--- src/rtl/regfile_wb_scheduler.sv ---
// Writeback arbiter between ALU and load results, with a register
// scoreboard that stalls decode on outstanding destinations.
module regfile_wb_scheduler (
    input  logic        clock,
    input  logic        reset,
    input  logic        alu_valid,
    input  logic [4:0]  alu_rd,
    input  logic [31:0] alu_data,
    output logic        alu_ready,
    input  logic        mem_valid,
    input  logic [4:0]  mem_rd,
    input  logic [31:0] mem_data,
    output logic        mem_ready,
    input  logic        issue_valid,
    input  logic [4:0]  issue_rd,
    input  logic [4:0]  query_rs1,
    input  logic [4:0]  query_rs2,
    input  logic        flush,
    output logic        stall,
    output logic        rf_write_enable,
    output logic [4:0]  rf_addr_rd,
    output logic [31:0] rf_data_rd
);

    logic        ptr_q, ptr_d;
    logic [31:0] busy_q, busy_d;
    logic        we_q, we_d;
    logic [4:0]  addr_q, addr_d;
    logic [31:0] data_q, data_d;
    logic        alu_go, mem_go, xfer;
    logic [4:0]  rd_sel;
    logic [31:0] data_sel;

    // ptr_q=0 prefers ALU, 1 prefers MEM; a lone requester always wins
    always_comb begin
        alu_ready = 1'b0;
        mem_ready = 1'b0;
        if (!reset) begin
            alu_ready = alu_valid && (!mem_valid || !ptr_q);
            mem_ready = mem_valid && (!alu_valid || ptr_q);
        end
    end

    assign alu_go = alu_valid && alu_ready;
    assign mem_go = mem_valid && mem_ready;
    assign xfer   = alu_go || mem_go;

    always_comb begin
        rd_sel   = 5'd0;
        data_sel = 32'd0;
        unique case (1'b1)
            alu_go: begin
                rd_sel   = alu_rd;
                data_sel = alu_data;
            end
            mem_go: begin
                rd_sel   = mem_rd;
                data_sel = mem_data;
            end
            default: ;
        endcase
    end

    always_comb begin
        stall = 1'b0;
        if (!reset) begin
            stall = busy_q[query_rs1] || busy_q[query_rs2]
                 || (issue_valid && busy_q[issue_rd]);
        end
    end

    always_comb begin
        ptr_d  = ptr_q ^ xfer;
        we_d   = xfer && (rd_sel != 5'd0);
        addr_d = xfer ? rd_sel : addr_q;
        data_d = xfer ? data_sel : data_q;
        busy_d = busy_q;
        // Clear first so a coinciding issue to the same register wins
        if (we_q) begin
            busy_d[addr_q] = 1'b0;
        end
        if (issue_valid && !stall) begin
            busy_d[issue_rd] = 1'b1;
        end
        if (flush) begin
            busy_d = 32'd0;
        end
        busy_d[0] = 1'b0;
    end

    always_ff @(posedge clock) begin
        if (reset) begin
            ptr_q  <= 1'b0;
            busy_q <= 32'd0;
            we_q   <= 1'b0;
            addr_q <= 5'd0;
            data_q <= 32'd0;
        end else begin
            ptr_q  <= ptr_d;
            busy_q <= busy_d;
            we_q   <= we_d;
            addr_q <= addr_d;
            data_q <= data_d;
        end
    end

    assign rf_write_enable = we_q;
    assign rf_addr_rd      = addr_q;
    assign rf_data_rd      = data_q;

endmodule

--- config.mk ---
export PLATFORM = sky130hd
export DESIGN_NAME = regfile_wb_scheduler
export DESIGN_NICKNAME = d
export VERILOG_FILES = /design/src/rtl/regfile_wb_scheduler.sv
export SDC_FILE = /design/constraint.sdc
export NUM_CORES = 1
export LEC_CHECK = 0
export ABC_AREA = 1
export CORE_MARGIN = 2
export CORE_UTILIZATION = 48
export DETAILED_ROUTE_END_ITERATION = 16
export PLACE_DENSITY = 0.82
export SLEW_MARGIN = 20
export SYNTH_ARGS = -nofsm -noshare
export SYNTH_HDL_FRONTEND = slang
export SYNTH_SLANG_ARGS = --single-unit
--- constraint.sdc ---
create_clock -name clock -period 2.2 [get_ports clock]
set_clock_uncertainty 0.05 [all_clocks]
set_input_delay 0.22 -clock clock [delete_from_list [all_inputs] [get_ports clock]]
set_output_delay 0.22 -clock clock [all_outputs]
set_load 0.01 [all_outputs]
# --- Yosys cells after proc, flatten, opt, wreduce, memory -nomap -nowiden ---
# Index checks and enable logic that the tools add are counted.
op_classes:
  n_mux: 17
  reduce_logical: 20
  n_lt_le_gt_ge: 6
  bitwise: 4
ops:
  columns: ["operator", "count"]
  rows:
  - ["32-bit two-way mux", 2]
  - ["32-bit case mux with 2 select lines", 1]
  - ["32-bit AND", 1]
  - ["32-bit inverter", 1]
  - ["32-bit bitwise OR", 1]
  - ["5-bit by 6-bit less-than comparator with 1-bit output, second input constant", 4]
  - ["1-bit binary-select mux with 5-bit select", 3]
  - ["1-bit demux with 5-bit select", 2]
  - ["5-bit by 1-bit greater-or-equal comparator with 1-bit output, second input constant", 2]
  - ["5-bit case mux with 2 select lines", 1]
  - ["1-bit logical AND", 9]
  - ["1-bit two-way mux", 8]
  - ["1-bit logical OR", 5]
  - ["5-bit nonzero test", 1]
  - ["1-bit logical NOT", 4]
  - ["2-bit OR reduction", 1]
  - ["1-bit bitwise XOR", 1]
word_totals:
  reg_bits: 71
  out_inout_bits: 41
  in_bits: 95
  wordCells: 53

# --- Depth between registers and ports, before layout ---
# Gate-level depths: netlist (run 1).
depth:
  ltp_word: 9
  ltp_mapped: 16
  ltp_nobuf: 14

# --- Worst setup path after synthesis (run 1) ---
# Ideal clock, no wire load.
synth_path:
  path_kind: "input port to output port"
  from: "in query_rs2[0]"
  to: "out stall"
  path_slack_ps: 589
  cell_stages: 13
  arrival_ps: 1341
  path_buffers: 3
  required_time_ps: 1930
  path_cell_list: "buf_4 -> buf_4 -> nand2_1 -> nand3_1 -> nand3_1 -> nand2_1 -> nand2_1 -> nand3_1 -> nand2_1 -> nand3_2 -> nand2_4 -> buf_12 -> inv_1"
synth_via:
  elab_chain_cells: 5
synth_rtl:
  columns: ["element", "line_no", "source"]
  rows:
  - ["from (decl)", "17", "input logic [4:0] query_rs2,"]
  - ["1-bit binary-select mux with 5-bit select", "67", "stall = busy_q[query_rs1] || busy_q[query_rs2]"]
  - ["1-bit two-way mux (not written as such)", "67", null]
  - ["1-bit logical OR", "67", null]
  - ["1-bit logical OR", "68", "|| (issue_valid && busy_q[issue_rd]);"]
  - ["1-bit two-way mux", "66", "if (!reset) begin"]
  - ["to (decl)", "19", "output logic stall,"]
# No other way between the ends. The select of a mux whose other input is x is not followed.

# --- Worst setup path in the final report (run 1) ---
layout_path:
  from: "in issue_rd[3]"
  to: "out stall"
layout_via:
  elab_chain_cells: 5
layout_rtl:
  columns: ["element", "line_no", "source"]
  rows:
  - ["from (decl)", "15", "input logic [4:0] issue_rd,"]
  - ["1-bit binary-select mux with 5-bit select", "68", null]
  - ["1-bit two-way mux (not written as such)", "68", null]
  - ["1-bit logical AND", "68", null]
  - ["1-bit logical OR", "68", null]
  - ["1-bit two-way mux", "66", null]
# No other way between the ends. The select of a mux whose other input is x is not followed.

==> flow_metrics.env, run 1 <==
export IMPL_startpoint="issue_rd[3]"
export IMPL_gp_congestion=0.985
export IMPL_cts_buffers=9
export IMPL_grt_antenna_before_repair=0
export IMPL_multi_input_area_um2=2550
export IMPL_fp_dieW_um=100
export IMPL_yosysWarningCount=0
export IMPL_drc=0
export IMPL_netlist_instances=673
export IMPL_hold_slack_ns=0.393
export IMPL_power_density_nw_per_um2=554
export IMPL_start_util_pct=48.9
export IMPL_viasPerCell=5.65
export IMPL_maxSlewHeadroom_pct=67.9
export IMPL_cts_path_max_buffers=2
export IMPL_cts_tree="yes"
export IMPL_ys_seq_area_share_pct=31.5
export IMPL_syn_area_um2=4450
export IMPL_grt_usage_pct=30.1
export IMPL_slew_viol_final=0
export IMPL_area_delta_synth_final_pct=43.5
export IMPL_wl_um=15100
export IMPL_synth_top_area_share_pct=31.5
export IMPL_min_from="alu_data[17]"
export IMPL_fillCellCount=715
export IMPL_nets=919
export IMPL_synth_ff_type="dfxtp_1"
export IMPL_synth_seq_cells=70
export IMPL_drt_pre_antenna_iters=5
export IMPL_clock_latency_ns=0.35
export IMPL_yosys_top_cells_area="dfxtp_1 (31%), nand2_1 (14%), nand3_1 (7.6%), nor2_1 (7.3%), nand3_2 (6.7%)"
export IMPL_die_height_um=100
export IMPL_cp_data_required_time_ns=1.93
export IMPL_cp_max_fo=4
export IMPL_placed_cells=920
export IMPL_instances_no_fill=940
export IMPL_dr_wl_met2_um=7490
export IMPL_grt_pass1_vias=5266
export IMPL_timing_rr_start="busy_q[15]"
export IMPL_crit_path_start_kind="input pin"
export IMPL_p_sw_share_pct=26.9
export IMPL_cts_hold_buf=0
export IMPL_wire_per_inst_um=16.1
export IMPL_num_rows=35
export IMPL_fin_crit_ns=2.18
export IMPL_finalPower_mw=3.54
export IMPL_cts_sinks=70
export IMPL_finalCritPeriodShare_pct=98.9
export IMPL_switchingPower_mw=0.954
export IMPL_diodes=0
export IMPL_synth_edff_count=0
export IMPL_antenna_left=0
export IMPL_fmax_mhz=460
export IMPL_power_leakage_nw=2.52
export IMPL_seq_power_share_pct=38.4
export IMPL_cts_clk_slew_worst_paths_ns=0.08
export IMPL_hold_viol=0
export IMPL_portBuffers=135
export IMPL_rsz0062_at_grt="yes"
export IMPL_critPathArrivalTime_ns=1.91
export IMPL_root_buffer="clkbuf_8"
export IMPL_routed_top_layer="met4"
export IMPL_pin_count=136
export IMPL_setup_violations=0
export IMPL_hp_class="in2reg"
export IMPL_wl_met1_um=5740
export IMPL_fin_area_um2=6390
export IMPL_p_int_mw=2.59
export IMPL_htreeDepth=3
export IMPL_clockPowerShare_pct=38.7
export IMPL_synth_cell_types=26
export IMPL_synth_top_area_cell="dfxtp_1"
export IMPL_placed_cell_area_um2=6010
export IMPL_worstSetupEndpointType="output port"
export IMPL_synth_avg_cell_area_um2=6.61
export IMPL_grt_pass1_wl_um=24500
export IMPL_worstMarginPinSlew_ns=0.481
export IMPL_synthArstFlopShare_pct=0
export IMPL_place_hpwl_um=11200
export IMPL_met3WireLength_um=1470
export IMPL_ir_drop_uv=385
export IMPL_crit_type="in2out"
export IMPL_finalSetupTns_ns=0
export IMPL_maxCapViolations=0
export IMPL_seq_area_um2=1400
export IMPL_die_area_um2=10100
export IMPL_core_um2=9110
export IMPL_grt_max_degree=32
export IMPL_p_comb_share_pct=22.8
export IMPL_syn_nets=768
export IMPL_overflow=0
export IMPL_vias=5313
export IMPL_layout_drive_gt1_share_pct=16.6
export IMPL_drtIter0Drc=507
export IMPL_outcome="complete, no violations"
-- logic make-up (layout without fill, tap and decap cells) --
| family | Yosys count | in the layout | synth area share (%) |
|---|---|---|---|
| and+or+nand+nor | 366 | 366 | 37.6 |
| AOI/OAI and AO/OA | 119 | 119 | 18.3 |
| DFF | 70 | 70 | 31.5 |
| buffers and inverters | 118 | 274 | 12.6 |
-- sequential cells by signal, summed over array words and instances (netlist names) --
| name | count |
|---|---|
| rf_addr_rd | 5 |
| busy_q | 31 |
| ptr_q | 1 |
| rf_write_enable | 1 |
| rf_data_rd | 32 |
-- cell usage after synthesis (6+ instances only) --
| cell | count |
|---|---|
| buf_2 | 6 |
| o21ai_1 | 8 |
| nand2_1 | 169 |
| inv_1 | 79 |
| nand3_1 | 68 |
| a31oi_1 | 11 |
| nor2_1 | 86 |
| buf_4 | 6 |
| a21oi_2 | 29 |
| dfxtp_1 | 70 |
| a221oi_1 | 21 |
| o21ai_0 | 36 |
| nand3_2 | 30 |
| clkbuf_1 | 13 |
| nor3_1 | 9 |
| a21oi_1 | 9 |
-- cell type report --
| cell class | instances | area share [%] |
|---|---|---|
| multi-input cells | 485 | 39.9 |
| repair buffers | 176 | 27.0 |
| flip-flops and latches | 70 | 22.0 |
| inverters | 82 | 4.88 |
| well taps | 111 | 2.17 |
| clock inverters | 6 | 2.10 |
| clock buffers | 10 | 2.00 |
-- what timing repair did --
action                                 CTS  global route
endpoints found under the hold margin    0             0
setup buffers                            3             0
setup endpoints to repair                3             7
cloned                                   1             0
gates resized for setup                 13            17
-- per-stage QoR --
stage | setup WS (ns) | util [%]
global route | -0.0502 | 70.2
global placement | -0.298 | 66.0
floorplan | 0.589 | -
finish | 0.0239 | 70.2
CTS | 0.0308 | 69.7
detailed placement | -0.426 | 66.0
-- power groups by stage --
stage	logic [mW]	registers [mW]	clock network [mW]
final	0.808	1.36	1.37
after global routing	0.868	1.37	1.43
after CTS	0.791	1.36	1.37
after detailed placement	0.772	1.39	0
after global placement	0.753	1.39	0
after floorplan	0.363	1.41	0
-- critical path, cell delays in order --
cell	delay (ns)
clkdlybuf4s50_1	0.48
buf_4	0.20
nor3_2	0.22
nand2_1	0.08
nand2_1	0.06
nor2_1	0.05
nand2_1	0.06
nand2_1	0.06
nand3_2	0.10
nand2_4	0.05
inv_1	0.05
dlygate4sd2_1	0.27
-- per-layer routing --
| layer | vias up | GRT usage [%] |
|---|---|---|
| li1 | 2497 | - |
| met1 | 2454 | 35.4 |
| met2 | 313 | 52.5 |
| met3 | 49 | 5.92 |
| met4 | 0 | 14.2 |
| met5 | - | 0 |
-- worst paths after layout --
kind | slack (ns) | endpoint | cells past startpoint
hold reg to reg | 0.43 | rf_data_rd[29] | 2
hold / removal | 0.39 | rf_data_rd[17] | 3
setup reg to reg | 0.09 | busy_q[1] | 11
setup / recovery | 0.02 | stall | 12
-- cell usage in the layout, fill, tap and decap left out, drive strengths merged --
cell and instances:
nand2 170, buf 40, o21ai 44, clkinv 3
clkdlybuf4s50 129, inv 81, nand3 98, nor3 9
dfxtp 70, bufbuf 1, clkbuf 10, dlygate4sd2 5
a31oi 11, a221oi 21, bufinv 4, dlymetal6s2s 1
a22o 5, nor2 87, or2 2, a21oi 38
Power figures use the tool's default switching activity.
==> run 2, diff against run 1 <==
--- a/config.mk
+++ b/config.mk
@@ -7,9 +7,10 @@
 export LEC_CHECK = 0
 export ABC_AREA = 1
 export CORE_MARGIN = 2
-export CORE_UTILIZATION = 48
+export CORE_UTILIZATION = 45
 export DETAILED_ROUTE_END_ITERATION = 16
-export PLACE_DENSITY = 0.82
+export PLACE_DENSITY = 0.77
+export SETUP_SLACK_MARGIN = 0.05
 export SLEW_MARGIN = 20
 export SYNTH_ARGS = -nofsm -noshare
 export SYNTH_HDL_FRONTEND = slang
==> run 2 against run 1 <==
  * Non-clock buffer count up 13
  * First-iteration DRC count down 43%
  * Critical path type is now reg2out
  * Largest power group is now registers
  * Setup slack better by 0.13 ns
==> flow_metrics.env, run 2 (synthesis results as in run 1) <==
export IMPL_crit_path_start_kind="flip-flop"
export IMPL_finalCritPeriodShare_pct=93.2
export IMPL_worstMarginPinSlew_ns=0.500
export IMPL_cts_tree="yes"
export IMPL_fmax_mhz=488
export IMPL_die_height_um=103
export IMPL_hold_slack_ns=0.387
export IMPL_power_density_nw_per_um2=501
export IMPL_instances_no_fill=975
export IMPL_slew_viol_final=0
export IMPL_cpMostUsedCell="nand3_1"
export IMPL_grt_pass1_vias=5227
export IMPL_grt_pass1_wl_um=26500
export IMPL_hp_class="in2reg"
export IMPL_diodes=0
export IMPL_core_um2=9680
export IMPL_pin_count=136
export IMPL_clock_latency_ns=0.35
export IMPL_largest_register_ffs=32
export IMPL_portBuffers=135
export IMPL_worstSetupEndpointType="output port"
export IMPL_placed_cells=951
export IMPL_fillCellCount=853
export IMPL_maxCapViolations=0
export IMPL_final_cell_mix="nand2_1 (167), clkdlybuf4s50_1 (129), nor2_1 (84)"
export IMPL_critPathArrivalTime_ns=1.78
export IMPL_place_hpwl_um=13000
export IMPL_crit_type="reg2out"
export IMPL_wl_um=16800
export IMPL_fin_crit_ns=2.05
export IMPL_grt_antenna_before_repair=0
export IMPL_vias=5273
export IMPL_path_cells="or2_2 -> nand2_1 -> nand3_1 -> nand3_1 -> nand3_1 -> nand2_2 -> nand3_2 -> nand2_4 -> inv_1 -> buf_2"
export IMPL_die_area_um2=10700
export IMPL_ir_drop_uv=405
export IMPL_grt_usage_pct=32.8
export IMPL_final_common_cell="nand2_1"
export IMPL_hold_viol=0
export IMPL_drtIter0Drc=291
export IMPL_start_util_pct=46.0
export IMPL_drc=0
export IMPL_cts_buffers=9
export IMPL_setup_violations=0
export IMPL_htreeDepth=3
export IMPL_viasPerCell=5.41
export IMPL_cp_data_required_time_ns=1.93
export IMPL_place_ws_ns=-0.367
export IMPL_nets=932
export IMPL_r2r_slack_ns=0.22
export IMPL_crit_path_max_incr_delay_ns=0.37
export IMPL_grt_max_degree=32
export IMPL_layout_drive_gt1_share_pct=18.4
export IMPL_power_leakage_nw=2.59
export IMPL_rsz0062_at_grt="yes"
export IMPL_cts_sinks=70
export IMPL_area_delta_synth_final_pct=45.5
export IMPL_drt_pre_antenna_iters=7
export IMPL_maxSlewHeadroom_pct=66.7
export IMPL_fp_dieW_um=103
export IMPL_root_buffer="clkbuf_8"
export IMPL_setup_slack_ns=0.149
export IMPL_overflow=0
export IMPL_outcome="complete, no violations"
export IMPL_cpMaxStageDelayCell="dfxtp_4"
export IMPL_cp_max_fo=4
export IMPL_cts_path_max_buffers=2
export IMPL_finalSetupTns_ns=0
export IMPL_wire_per_inst_um=17.2
export IMPL_gp_congestion=0.977
export IMPL_antenna_left=0
export IMPL_cts_clk_slew_worst_paths_ns=0.07
export IMPL_num_rows=36
run 2: cell count changes in the layout (fill, tap and decap cells not counted), moves of 3 or more:
cell / change
buf_4: +10
bufinv_16: -3
dfxtp_1: -3
dlygate4sd2_1: -3
inv_1: +3
o21ai_0: +3
o21ai_1: -3
run 2: metrics by stage:
step | utilization (%) | power [mW] | instance area (µm²)
floorplan | - | 1.77 | 4450
global placement | 63.0 | 2.16 | 6100
detailed placement | 63.0 | 2.17 | 6100
CTS | 66.2 | 3.23 | 6410
global route | 66.9 | 3.36 | 6480
finish | 66.9 | 3.24 | 6480
run 2: layout make-up:
class | instances | area [µm²] | area share, %
multi-input cells | 485 | 2550 | 39.3
repair buffers | 189 | 1850 | 28.5
flip-flops and latches | 70 | 1410 | 21.8
inverters | 82 | 310 | 4.79
well taps | 133 | 166 | 2.57
clock buffers | 12 | 155 | 2.40
clock inverters | 4 | 45.0 | 0.695
run 2: what timing repair did:
action | 4_1_cts | 5_1_grt
resized for setup | 15 | 20
setup buffers | 2 | 3
pin swaps | 0 | 5
gates cloned | 2 | 1
hold buffers | 0 | 0
endpoints found under the setup margin | 32 | 33
run 2: critical path: cells and delay by family, from the launching register on:
family                 cells  cell delay [ns]
flip-flops                 1             0.37
buffers and inverters      2             0.17
AND/OR/NAND/NOR            8             0.90
run 2: routing by layer:
metal / part of all wire, % / global-route usage, % / vias up
met5: 0 / 0 / -
met4: 6.0 / 21.3 / 0
met3: 6.8 / 7.73 / 61
met2: 48 / 54.7 / 241
met1: 40 / 37.6 / 2438
li1: - / - / 2533
run 2: where the power goes:
group          switching (mW)  internal (mW)
Combinational           0.409          0.410
Clock                   0.484          0.580
Sequential             0.0405           1.32
Total                   0.934           2.31
run 2: path summary, 6_finish.rpt:
| path | from | endpoint | depth (start not counted) |
|---|---|---|---|
| max | busy_q[15] | stall | 10 |
| min | mem_data[31] | rf_data_rd[31] | 3 |
| max reg2reg | busy_q[15] | busy_q[14] | 11 |
| min reg2reg | rf_data_rd[11] | rf_data_rd[11] | 2 |
==> run 3, diff against run 2 <==
--- a/config.mk
+++ b/config.mk
@@ -6,10 +6,11 @@
 export NUM_CORES = 1
 export LEC_CHECK = 0
 export ABC_AREA = 1
+export ABC_CLOCK_PERIOD_IN_PS = 2200
 export CORE_MARGIN = 2
 export CORE_UTILIZATION = 45
 export DETAILED_ROUTE_END_ITERATION = 16
-export PLACE_DENSITY = 0.77
+export PLACE_DENSITY_LB_ADDON = 0.25
 export SETUP_SLACK_MARGIN = 0.05
 export SLEW_MARGIN = 20
 export SYNTH_ARGS = -nofsm -noshare
==> run 3 against run 2 <==
  * Sequential share of layout area increased by 0.73 points
  * Worst hold slack gained 0.017 ns
  * Non-clock buffer count decreased by 18
  * Via count is 2.4% lower
  * Global-route usage fell by 3.7 points
  * Power fell by 1.1%
  * Combinational power down 3.4%
  * Clock power barely moved
  * First-iteration DRC count down 17%
  * Cell area is 2.4% lower
  * Cell count down 1.8%
  * Critical path type is now in2out
==> flow_metrics.env, run 3 (synthesis results as in run 1) <==
export IMPL_crit_type="in2out"
export IMPL_area_delta_synth_final_pct=42.0
export IMPL_cp_max_fo=3
export IMPL_vias=5149
export IMPL_setup_violations=0
export IMPL_cts_path_max_buffers=2
export IMPL_wire_per_inst_um=15.7
export IMPL_ir_drop_uv=406
export IMPL_drt_pre_antenna_iters=7
export IMPL_root_buffer="clkbuf_8"
export IMPL_multi_input_area_um2=2540
export IMPL_grt_pass1_vias=5012
export IMPL_seq_area_um2=1420
export IMPL_hp_class="in2reg"
export IMPL_viasPerCell=5.38
export IMPL_outcome="complete, no violations"
export IMPL_instances_no_fill=957
export IMPL_rsz0062_at_grt="no"
export IMPL_worstSetupEndpointType="output port"
export IMPL_cpMostUsedCell="nand2_1"
export IMPL_core_um2=9680
export IMPL_crit_path_max_incr_delay_ns=0.45
export IMPL_maxCapViolations=0
export IMPL_start_util_pct=46.0
export IMPL_path_cells="clkdlybuf4s50_1 -> buf_4 -> nor3_4 -> nand2_1 -> nand2_1 -> nor2_1 -> nand2_1 -> nand2_1 -> nand3_2 -> nand2_4 -> inv_1 -> clkbuf_2"
export IMPL_grt_usage_pct=29.1
export IMPL_finalCritPeriodShare_pct=93.4
export IMPL_placed_cells=937
export IMPL_htreeDepth=3
export IMPL_cts_tree="yes"
export IMPL_finalPower_mw=3.21
export IMPL_power_density_nw_per_um2=507
export IMPL_maxSlewHeadroom_pct=37.5
export IMPL_fin_area_um2=6320
export IMPL_num_rows=36
export IMPL_wl_um=15000
export IMPL_cts_buffers=9
export IMPL_crit_path_start_kind="input pin"
export IMPL_fp_dieW_um=103
export IMPL_placed_cell_area_um2=6000
export IMPL_largest_register_ffs=32
export IMPL_diodes=0
export IMPL_drc=0
export IMPL_cts_sinks=70
export IMPL_final_cell_mix="nand2_1 (169), clkdlybuf4s50_1 (128), nor2_1 (84)"
export IMPL_slew_viol_final=0
export IMPL_die_height_um=103
export IMPL_final_common_cell="nand2_1"
export IMPL_cpMaxStageDelayCell="clkdlybuf4s50_1"
export IMPL_place_hpwl_um=11000
export IMPL_grt_antenna_before_repair=0
export IMPL_fin_crit_ns=2.05
export IMPL_timing_rr_start="busy_q[30]"
export IMPL_startpoint="issue_rd[2]"
export IMPL_finalSetupTns_ns=0
export IMPL_nets=914
export IMPL_power_leakage_nw=2.46
export IMPL_layout_drive_gt1_share_pct=17.7
export IMPL_gp_congestion=0.968
export IMPL_fmax_mhz=487
export IMPL_clock_latency_ns=0.34
export IMPL_drtIter0Drc=242
export IMPL_hold_viol=0
export IMPL_pin_count=136
export IMPL_die_area_um2=10700
export IMPL_cts_clk_slew_worst_paths_ns=0.08
export IMPL_antenna_left=0
export IMPL_worstMarginPinSlew_ns=0.937
export IMPL_hold_slack_ns=0.404
export IMPL_portBuffers=135
export IMPL_cp_data_required_time_ns=1.93
export IMPL_fillCellCount=877
export IMPL_min_from="mem_data[17]"
export IMPL_grt_pass1_wl_um=24100
export IMPL_overflow=0
export IMPL_critPathArrivalTime_ns=1.78
export IMPL_grt_max_degree=40
## run 3: cell types whose count changed in the layout (fill, tap and decap cells not counted), sizes merged
cell / delta
clkbuf: -1
clkdlybuf4s15: +1
buf: -18
clkinvlp: +2
dlygate4sd2: +3
bufbuf: -1
clkdlybuf4s50: -1
inv: -1
dlymetal6s2s: -2
## run 3: worst max-delay path: cells and delay by family
| family | cells | cell delay [ns] |
|---|---|---|
| buffers and inverters | 4 | 0.81 |
| AND/OR/NAND/NOR | 8 | 0.75 |
## run 3: what timing repair did
action / 4_1_cts / 5_1_grt
hold buffers: 0 / 0
cloned: 2 / 0
setup endpoints to repair: 32 / 33
pin swaps: 2 / 1
setup buffers: 1 / 1
gates resized for setup: 28 / 16
## run 3: per-stage QoR
stage          worst slack [ns]  utilization, %
4_1_cts                  0.0743            65.0
6_report                  0.146            65.3
2_1_floorplan             0.589               -
3_5_place_dp             -0.378            61.9
3_3_place_gp             -0.351            61.9
5_1_grt                  0.0420            65.3
## run 3: area by class of cell
class                   instances  share of cell area, %
clock inverters                 5                  0.930
well taps                     133                   2.63
multi-input cells             485                   40.2
inverters                      82                   4.93
repair buffers                171                   26.6
flip-flops and latches         70                   22.5
clock buffers                  11                   2.24
## run 3: power by group
group	switching, mW	internal [mW]	total, mW
clock network	0.499	0.555	1.05
logic	0.396	0.395	0.791
registers	0.0410	1.32	1.36
## run 3: final timing paths
kind | depth (start not counted) | slack (ns) | endpoint
worst max-delay path | 12 | 0.15 | stall
worst min-delay path | 3 | 0.40 | rf_data_rd[17]
worst max register to register | 14 | 0.22 | busy_q[2]
worst min register to register | 2 | 0.43 | rf_data_rd[28]
## run 3: routing by layer
metal / up-vias / track usage [%] / routed length (µm)
met5: - / 0 / 0
met4: 0 / 16.6 / 824
met3: 53 / 9.14 / 1500
met2: 265 / 45.2 / 6860
met1: 2339 / 35.6 / 5840
li1: 2492 / - / -
